### src/rtl/mips_multicycle_core.sv
// Multicycle MIPS core: registered datapath sequenced by a two-process control FSM,
// sharing one memory port between instruction fetch and data access.
module mips_multicycle_core #(
  parameter int unsigned     XLEN     = 32,
  parameter logic [XLEN-1:0] RESET_PC = '0
) (
  input  logic            clk,
  input  logic            reset,
  output logic [XLEN-1:0] mem_addr,
  output logic [XLEN-1:0] mem_wdata,
  output logic            mem_req,
  output logic            mem_we,
  input  logic [XLEN-1:0] mem_rdata,
  input  logic            mem_ready,
  output logic [XLEN-1:0] pc_out,
  output logic            halted
);

  typedef enum logic [3:0] {
    S_FETCH, S_DECODE, S_MEMADR, S_MEMRD, S_MEMWB, S_MEMWR, S_EXEC,
    S_ALUWB, S_ADDI, S_ADDIWB, S_BRANCH, S_JUMP, S_TRAP
  } state_t;

  localparam logic [5:0] OP_RTYPE = 6'h00;
  localparam logic [5:0] OP_LW    = 6'h23;
  localparam logic [5:0] OP_SW    = 6'h2B;
  localparam logic [5:0] OP_BEQ   = 6'h04;
  localparam logic [5:0] OP_ADDI  = 6'h08;
  localparam logic [5:0] OP_J     = 6'h02;
  localparam logic [XLEN-1:0] FOUR = XLEN'(4);

  state_t          state_q, state_d;
  logic [XLEN-1:0] pc_q, pc_d;
  logic [31:0]     ir_q, ir_d;
  logic [XLEN-1:0] a_q, a_d, b_q, b_d, aluout_q, aluout_d, mdr_q, mdr_d;
  logic [XLEN-1:0] rf_q [32];

  logic            rf_we;
  logic [4:0]      rf_wa;
  logic [XLEN-1:0] rf_wd;

  logic [5:0]      opcode;
  logic [4:0]      rs, rt, rd;
  logic [XLEN-1:0] signimm;
  logic [2:0]      alu_ctrl;
  logic            funct_ok;
  logic            unused_shamt;

  assign opcode       = ir_q[31:26];
  assign rs           = ir_q[25:21];
  assign rt           = ir_q[20:16];
  assign rd           = ir_q[15:11];
  assign signimm      = {{(XLEN-16){ir_q[15]}}, ir_q[15:0]};
  assign unused_shamt = ^ir_q[10:6];

  function automatic logic [XLEN-1:0] alu(input logic [2:0] ctrl,
                                          input logic [XLEN-1:0] x,
                                          input logic [XLEN-1:0] y);
    case (ctrl)
      3'b010:  alu = x + y;
      3'b110:  alu = x - y;
      3'b000:  alu = x & y;
      3'b001:  alu = x | y;
      3'b111:  alu = {{(XLEN-1){1'b0}}, ($signed(x) < $signed(y))};
      default: alu = '0;
    endcase
  endfunction

  always_comb begin
    alu_ctrl = 3'b010;
    funct_ok = 1'b1;
    case (ir_q[5:0])
      6'h20:   alu_ctrl = 3'b010;
      6'h22:   alu_ctrl = 3'b110;
      6'h24:   alu_ctrl = 3'b000;
      6'h25:   alu_ctrl = 3'b001;
      6'h2A:   alu_ctrl = 3'b111;
      default: funct_ok = 1'b0;
    endcase
  end

  always_comb begin
    state_d  = state_q;
    pc_d     = pc_q;
    ir_d     = ir_q;
    a_d      = a_q;
    b_d      = b_q;
    aluout_d = aluout_q;
    mdr_d    = mdr_q;
    rf_we    = 1'b0;
    rf_wa    = '0;
    rf_wd    = '0;
    case (state_q)
      S_FETCH: if (mem_ready) begin
        ir_d    = mem_rdata[31:0];
        pc_d    = pc_q + FOUR;
        state_d = S_DECODE;
      end
      S_DECODE: begin
        a_d      = (rs == 5'd0) ? '0 : rf_q[rs];
        b_d      = (rt == 5'd0) ? '0 : rf_q[rt];
        aluout_d = pc_q + (signimm << 2);
        case (opcode)
          OP_RTYPE:     state_d = funct_ok ? S_EXEC : S_TRAP;
          OP_LW, OP_SW: state_d = S_MEMADR;
          OP_BEQ:       state_d = S_BRANCH;
          OP_ADDI:      state_d = S_ADDI;
          OP_J:         state_d = S_JUMP;
          default:      state_d = S_TRAP;
        endcase
      end
      S_MEMADR: begin
        aluout_d = a_q + signimm;
        state_d  = (opcode == OP_LW) ? S_MEMRD : S_MEMWR;
      end
      S_MEMRD: if (mem_ready) begin
        mdr_d   = mem_rdata;
        state_d = S_MEMWB;
      end
      S_MEMWB: begin
        rf_we = 1'b1; rf_wa = rt; rf_wd = mdr_q; state_d = S_FETCH;
      end
      S_MEMWR: if (mem_ready) state_d = S_FETCH;
      S_EXEC: begin
        aluout_d = alu(alu_ctrl, a_q, b_q);
        state_d  = S_ALUWB;
      end
      S_ALUWB: begin
        rf_we = 1'b1; rf_wa = rd; rf_wd = aluout_q; state_d = S_FETCH;
      end
      S_ADDI: begin
        aluout_d = a_q + signimm;
        state_d  = S_ADDIWB;
      end
      S_ADDIWB: begin
        rf_we = 1'b1; rf_wa = rt; rf_wd = aluout_q; state_d = S_FETCH;
      end
      S_BRANCH: begin
        if (a_q == b_q) pc_d = aluout_q;
        state_d = S_FETCH;
      end
      S_JUMP: begin
        pc_d    = {pc_q[XLEN-1:28], ir_q[25:0], 2'b00};
        state_d = S_FETCH;
      end
      S_TRAP:  state_d = S_TRAP;
      default: state_d = S_FETCH;
    endcase
  end

  // Bus outputs are pure functions of registered state, so they stay put during wait states.
  always_comb begin
    mem_req  = 1'b0;
    mem_we   = 1'b0;
    mem_addr = pc_q;
    case (state_q)
      S_FETCH: mem_req = 1'b1;
      S_MEMRD: begin mem_req = 1'b1; mem_addr = aluout_q; end
      S_MEMWR: begin mem_req = 1'b1; mem_we = 1'b1; mem_addr = aluout_q; end
      default: ;
    endcase
    if (reset) begin
      mem_req = 1'b0;
      mem_we  = 1'b0;
    end
  end

  assign mem_wdata = b_q;
  assign pc_out    = pc_q;
  assign halted    = (state_q == S_TRAP);

  always_ff @(posedge clk) begin
    if (reset) begin
      state_q  <= S_FETCH;
      pc_q     <= RESET_PC;
      ir_q     <= '0;
      a_q      <= '0;
      b_q      <= '0;
      aluout_q <= '0;
      mdr_q    <= '0;
      for (int unsigned i = 0; i < 32; i++) rf_q[i] <= '0;
    end else begin
      state_q  <= state_d;
      pc_q     <= pc_d;
      ir_q     <= ir_d;
      a_q      <= a_d;
      b_q      <= b_d;
      aluout_q <= aluout_d;
      mdr_q    <= mdr_d;
      if (rf_we && rf_wa != 5'd0) rf_q[rf_wa] <= rf_wd;
    end
  end

endmodule
### config.mk
export PLATFORM = sky130hd
export DESIGN_NAME = mips_multicycle_core
export DESIGN_NICKNAME = d
export VERILOG_FILES = /design/src/rtl/mips_multicycle_core.sv
export SDC_FILE = /design/constraint.sdc
export NUM_CORES = 2
export LEC_CHECK = 0
export CORE_MARGIN = 2
export CORE_UTILIZATION = 40
export CTS_BUF_LIST = sky130_fd_sc_hd__clkbuf_16
export CTS_CLUSTER_DIAMETER = 40
export DETAILED_ROUTE_END_ITERATION = 8
export PLACE_DENSITY = 0.54
export SLEW_MARGIN = 20
export SYNTH_ARGS = -nofsm -noshare
export SYNTH_HDL_FRONTEND = slang
export SYNTH_SLANG_ARGS = --single-unit
### constraint.sdc
create_clock -name clk -period 9.1 [get_ports clk]
set_clock_uncertainty 0.1 [all_clocks]
set_input_delay 0.91 -clock clk [delete_from_list [all_inputs] [get_ports clk]]
set_output_delay 0.91 -clock clk [all_outputs]
set_load 0.1 [all_outputs]
[Yosys cells after proc, flatten, opt, wreduce, memory -nomap -nowiden]
Memories as Yosys holds them, arrays and structs flattened. A register that Yosys moved wholly into a read port is not among the register bits.
Index checks and enable logic that the tools add are counted.
Storage, ports and cells
  register bits: 196
  memory bits (writable): 1024
  input bits: 35
  output and inout port bits: 99
  logic and storage cells: 109
  memories: 1
Memories
  rf_q: words 32, bits a word 32, read ports 2, clocked after memory_dff 2, write ports 32, line 36  | logic [XLEN-1:0] rf_q [32];
Cells by class
  $add $sub $neg: 5
  magnitude comparators: 1
  equality and inequality tests: 31
  mux-type cells: 36
  bitwise gates (word level): 3
  reductions and logical operators: 24
Operators with widths (count)
  $mux 32: 6
  $pmux 32 s3: 2
  $pmux 32 s5: 1
  $add 32x32->32: 3
  $pmux 32 s2: 1
  $eq 6x6->1 const B: 7
  $add 32x3->32 const B: 1
  $and 32x32->32: 1
  $eq 32x32->1: 1
  $lt 32x32->1: 1
  $or 32x32->32: 1
  $pmux 4 s8: 1
  $reduce_or 32->1: 1
  $sub 32x32->32: 1
  $mux 5: 5
  $eq 4x4->1 const B: 5
  $pmux 4 s5: 1
  $eq 4x3->1 const B: 4
  $mux 4: 4
  $mux 1: 12
  $pmux 3 s4: 1
  $logic_not 5->1: 2
  $pmux 5 s2: 1
  $reduce_or 2->1: 5
  other kinds (23): 32

[Logic depth before layout (Yosys ltp)]
  depth in word-level cells: 10
  gate-level depth with buffers: 14
  depth with buffers taken out: 13

[Worst setup path after synthesis]
Ideal clock, no wire load.
  kind: input -> output
  start: input reset
  end: output mem_we
  arrival time: 3572 ps
  data required time: 8090 ps
  setup slack: 4518 ps
  stages on the path: 4
  buffers on the path: 3
  path through: clkbuf_1 > clkbuf_1 > clkbuf_1 > nor3_1
On the way
  word-level cells in the longest chain between the ends: 1
Ends and longest elaborated chain
  from (decl): line 8  | input logic reset,
  $mux 1: line 162  | if (reset) begin
  to (decl): line 12  | output logic mem_we,
No other way between the ends.

==> qor.txt <==
Worst path max stage delay: 1.02 ns
final number of setup-violating endpoints: 0
peak ir drop on the vdd network: 0.000205 V
Max Transition Viols Final: 0
kind of start point of the critical path: flip-flop
count of routing violations after the opening detailed-route iteration: 6127
type of the worst setup path: reg2reg
achievable frequency: 0.182 GHz
EDFF count, synth: 1024
clk root buf: sky130_fd_sc_hd__clkbuf_16
Leakage: 25.5 nW
start point of the worst hold path: mdr_q[24]
Critical Path AT: 5.80 ns
prevailing post-synth register cell: sky130_fd_sc_hd__edfxtp_1
Hold Vio Cnt, Final: 0
H-Tree Depth: 4
area share of the largest cell type after synthesis: 0.448
Routed Antenna Nets: 0
clk_lat worst skew: 0.84 ns
maximum fanout encountered on the critical timing path: 33
clock tree from TritonCTS: yes
area occupied by multi-input gates: 31900 um^2
most common cell after layout, fill and taps aside: sky130_fd_sc_hd__nor2_1
crit path cell chain: nor2_1 -> a22oi_1 -> o21ai_1 -> nor3_1 -> buf_4 -> nor3_2 -> nand2_2 -> nand2b_2
post-layout util: 0.464
Setup WS pre-CTS: 3.48 ns
synthesized instance count: 5550
capturing element type of the critical path: flip-flop
Setup TNS Final: 0 ns
Initial Util: 0.404
wirelength, routed: 249000 um
time the final worst path needs with I/O delays and setup: 5.48 ns
grt ovf: 0
slowest stage cell, crit path: sky130_fd_sc_hd__nand2b_2
source of the worst register-to-register timing path: state_q[1]
WL per Instance: 31.5 um
count of hold buffers inserted by post-cts repair: 0
portion of the clock cycle consumed by the worst path in the final layout: 0.603
sequential share of the synthesized area: 0.508
buffers added on ports: 133
register area: 34900 um^2
global-route total usage across every layer: 0.283
vias in the first global route: 47891
Die W: 418 um
RSZ-0062 raised after global routing: no
post-CTS resize count: 0
number of core rows: 151
worst path bufs/invs: 1
post-synth top area cell: sky130_fd_sc_hd__edfxtp_1
TritonCTS buffer count: 189
slew at the pin closest to its max-slew limit: 1.21 ns
Vias: 49360
number of unique standard cell types used by synthesis: 93
number of nets in the layout: 5716
power density over the cells: 241 nW/um^2
area of all placed cells without fillers: 78800 um^2
Die Y-Extent: 418 um
area of the die: 175000 um^2
GPL Wtd Cong: 0.945
MaxCap Viol Count: 0
number of antenna violations at the first check in global routing: 17
count of warnings emitted by yosys: 0
Top Family by Delay on Critical Path: simple AND/OR/NAND/NOR gates
post-layout worst setup margin: 3.62 ns
Overall Power: 0.0190 W
area of the core region: 170000 um^2
top cells by area, synth: sky130_fd_sc_hd__edfxtp_1 45%, sky130_fd_sc_hd__mux4_2 21%, sky130_fd_sc_hd__nor2_1 7.2%, sky130_fd_sc_hd__dfxtp_1 6.0%, sky130_fd_sc_hd__ha_1 3.1%
highest-count cells in the layout ignoring fill and taps: 1307 x sky130_fd_sc_hd__nor2_1, 1024 x sky130_fd_sc_hd__edfxtp_1, 640 x sky130_fd_sc_hd__mux4_2, 299 x sky130_fd_sc_hd__a21oi_1, 266 x sky130_fd_sc_hd__nand2_1
Clock Tree Buf Depth: 3
layout cells sized above 1: 0.220
fraction of synthesis flops using an asynchronous set or reset pin: 0
pin count of the biggest net entering global routing: 122
fillers: 15195
Avg Synthesized Cell Area: 12.4 um^2
Data required, critical path: 9.42 ns
top-level port count: 134
Area Growth Syn to Fin: 14.9%
class of the worst hold path: reg2reg
CP Launch Point: state_q[1]
outcome: complete, no violations
DRC violations left: 0
post-synthesis register bit count: 1230
drt pass-1 iters: 6
clock edge transition at the registers on the reported setup and hold paths: 0.05 ns
global-route wire length before repair: 355000 um
post-detailed-placement cell area: 72100 um^2
Sink Count: 1230
Cell Area, Synth: 68600 um^2
relative slew slack: 0.189
total half-perimeter wirelength after legalization and detailed placement: 169000 um
detail-routed via count per cell: 6.25
setup repair bufs after CTS: 0
[synth_stat cells, drive strengths merged (13+ instances only)]
master  instances
nor2         1312
edfxtp       1024
mux4          640
clkbuf        393
a21oi         304
nand2         298
dfxtp         206
ha            168
o21ai         159
inv           121
buf           103
mux2i          68
nor3           56
a22oi          55
nand2b         52
xnor2          49
a211oi         47
nand3          34
a221oi         33
mux2           31
o21bai         27
nor2b          25
a21o           24
a31oi          22
nand4          21
o21a           20
o22ai          20
o31ai          17
xor2           17
and3           15
nor4           15
or3            13
[routing by layer]
metal,part of all wire,wire length (um),up-vias,track usage
li1,-,-,20902,-
met1,0.40,98800,25604,0.379
met2,0.47,118000,2465,0.452
met3,0.092,23000,383,0.0630
met4,0.037,9110,6,0.101
met5,0.00017,42,-,0
[metrics by stage]
stage	std cells	hold WS, ns
2_1_floorplan	5581	0.337
3_3_place_gp	7535	0.353
3_5_place_dp	7535	0.358
4_1_cts	7889	0.364
5_1_grt	7896	0.382
6_report	7898	0.366
[area by class of cell]
cell class	instances	area share
Clock buffer	193	0.0613
Tap cell	2218	0.0352
Timing Repair Buffer	233	0.0277
Clock inverter	161	0.0230
Multi-Input combinational cell	3734	0.404
Sequential cell	1230	0.443
Inverter	121	0.00576
Antenna cell	8	0.000254
[flip-flops by register name, indices dropped and copies added, names as in the netlist, named ones only]
name       flops
a_q           32
aluout_q      32
ir_q          32
mdr_q         32
mem_wdata     32
pc_out        32
rf_q        1024
state_q        4
[cells by family after synthesis]
group / Yosys count / synth area share
and+or+nand+nor: 1885 / 0.113
DFF: 1230 / 0.508
AOI/OAI and AO/OA: 840 / 0.0784
muxes: 739 / 0.225
buffers and inverters: 617 / 0.0352
adders and majority gates: 172 / 0.0318
xor gates and xnor gates: 66 / 0.00843
other: 1 / 0.0000547
[power by group]
part	leakage, nW	internal [W]	switching (W)	total, W
clock	3.30	0.00466	0.00292	0.00758
sequential	12.2	0.00638	0.000477	0.00686
combinational	9.92	0.00171	0.00286	0.00457
[worst register-to-register path: stages, from the launching register on]
cell and delay (ns):
sky130_fd_sc_hd__dfxtp_1 0.52, sky130_fd_sc_hd__nor2_1 0.60, sky130_fd_sc_hd__a22oi_1 0.20, sky130_fd_sc_hd__o21ai_1 0.58, sky130_fd_sc_hd__nor3_1 0.16, sky130_fd_sc_hd__buf_4 0.22
sky130_fd_sc_hd__nor3_2 0.87, sky130_fd_sc_hd__nand2_2 0.80, sky130_fd_sc_hd__nand2b_2 1.03
[final timing paths]
path	cells past startpoint	to	slack, ns
setup / recovery	8	rf_q[8][18]	3.62
hold reg to reg	2	mdr_q[24]	0.37
hold / removal	2	mdr_q[24]	0.37
setup reg to reg	8	rf_q[8][18]	3.62
No activity file was read; power rests on OpenSTA's default activity.
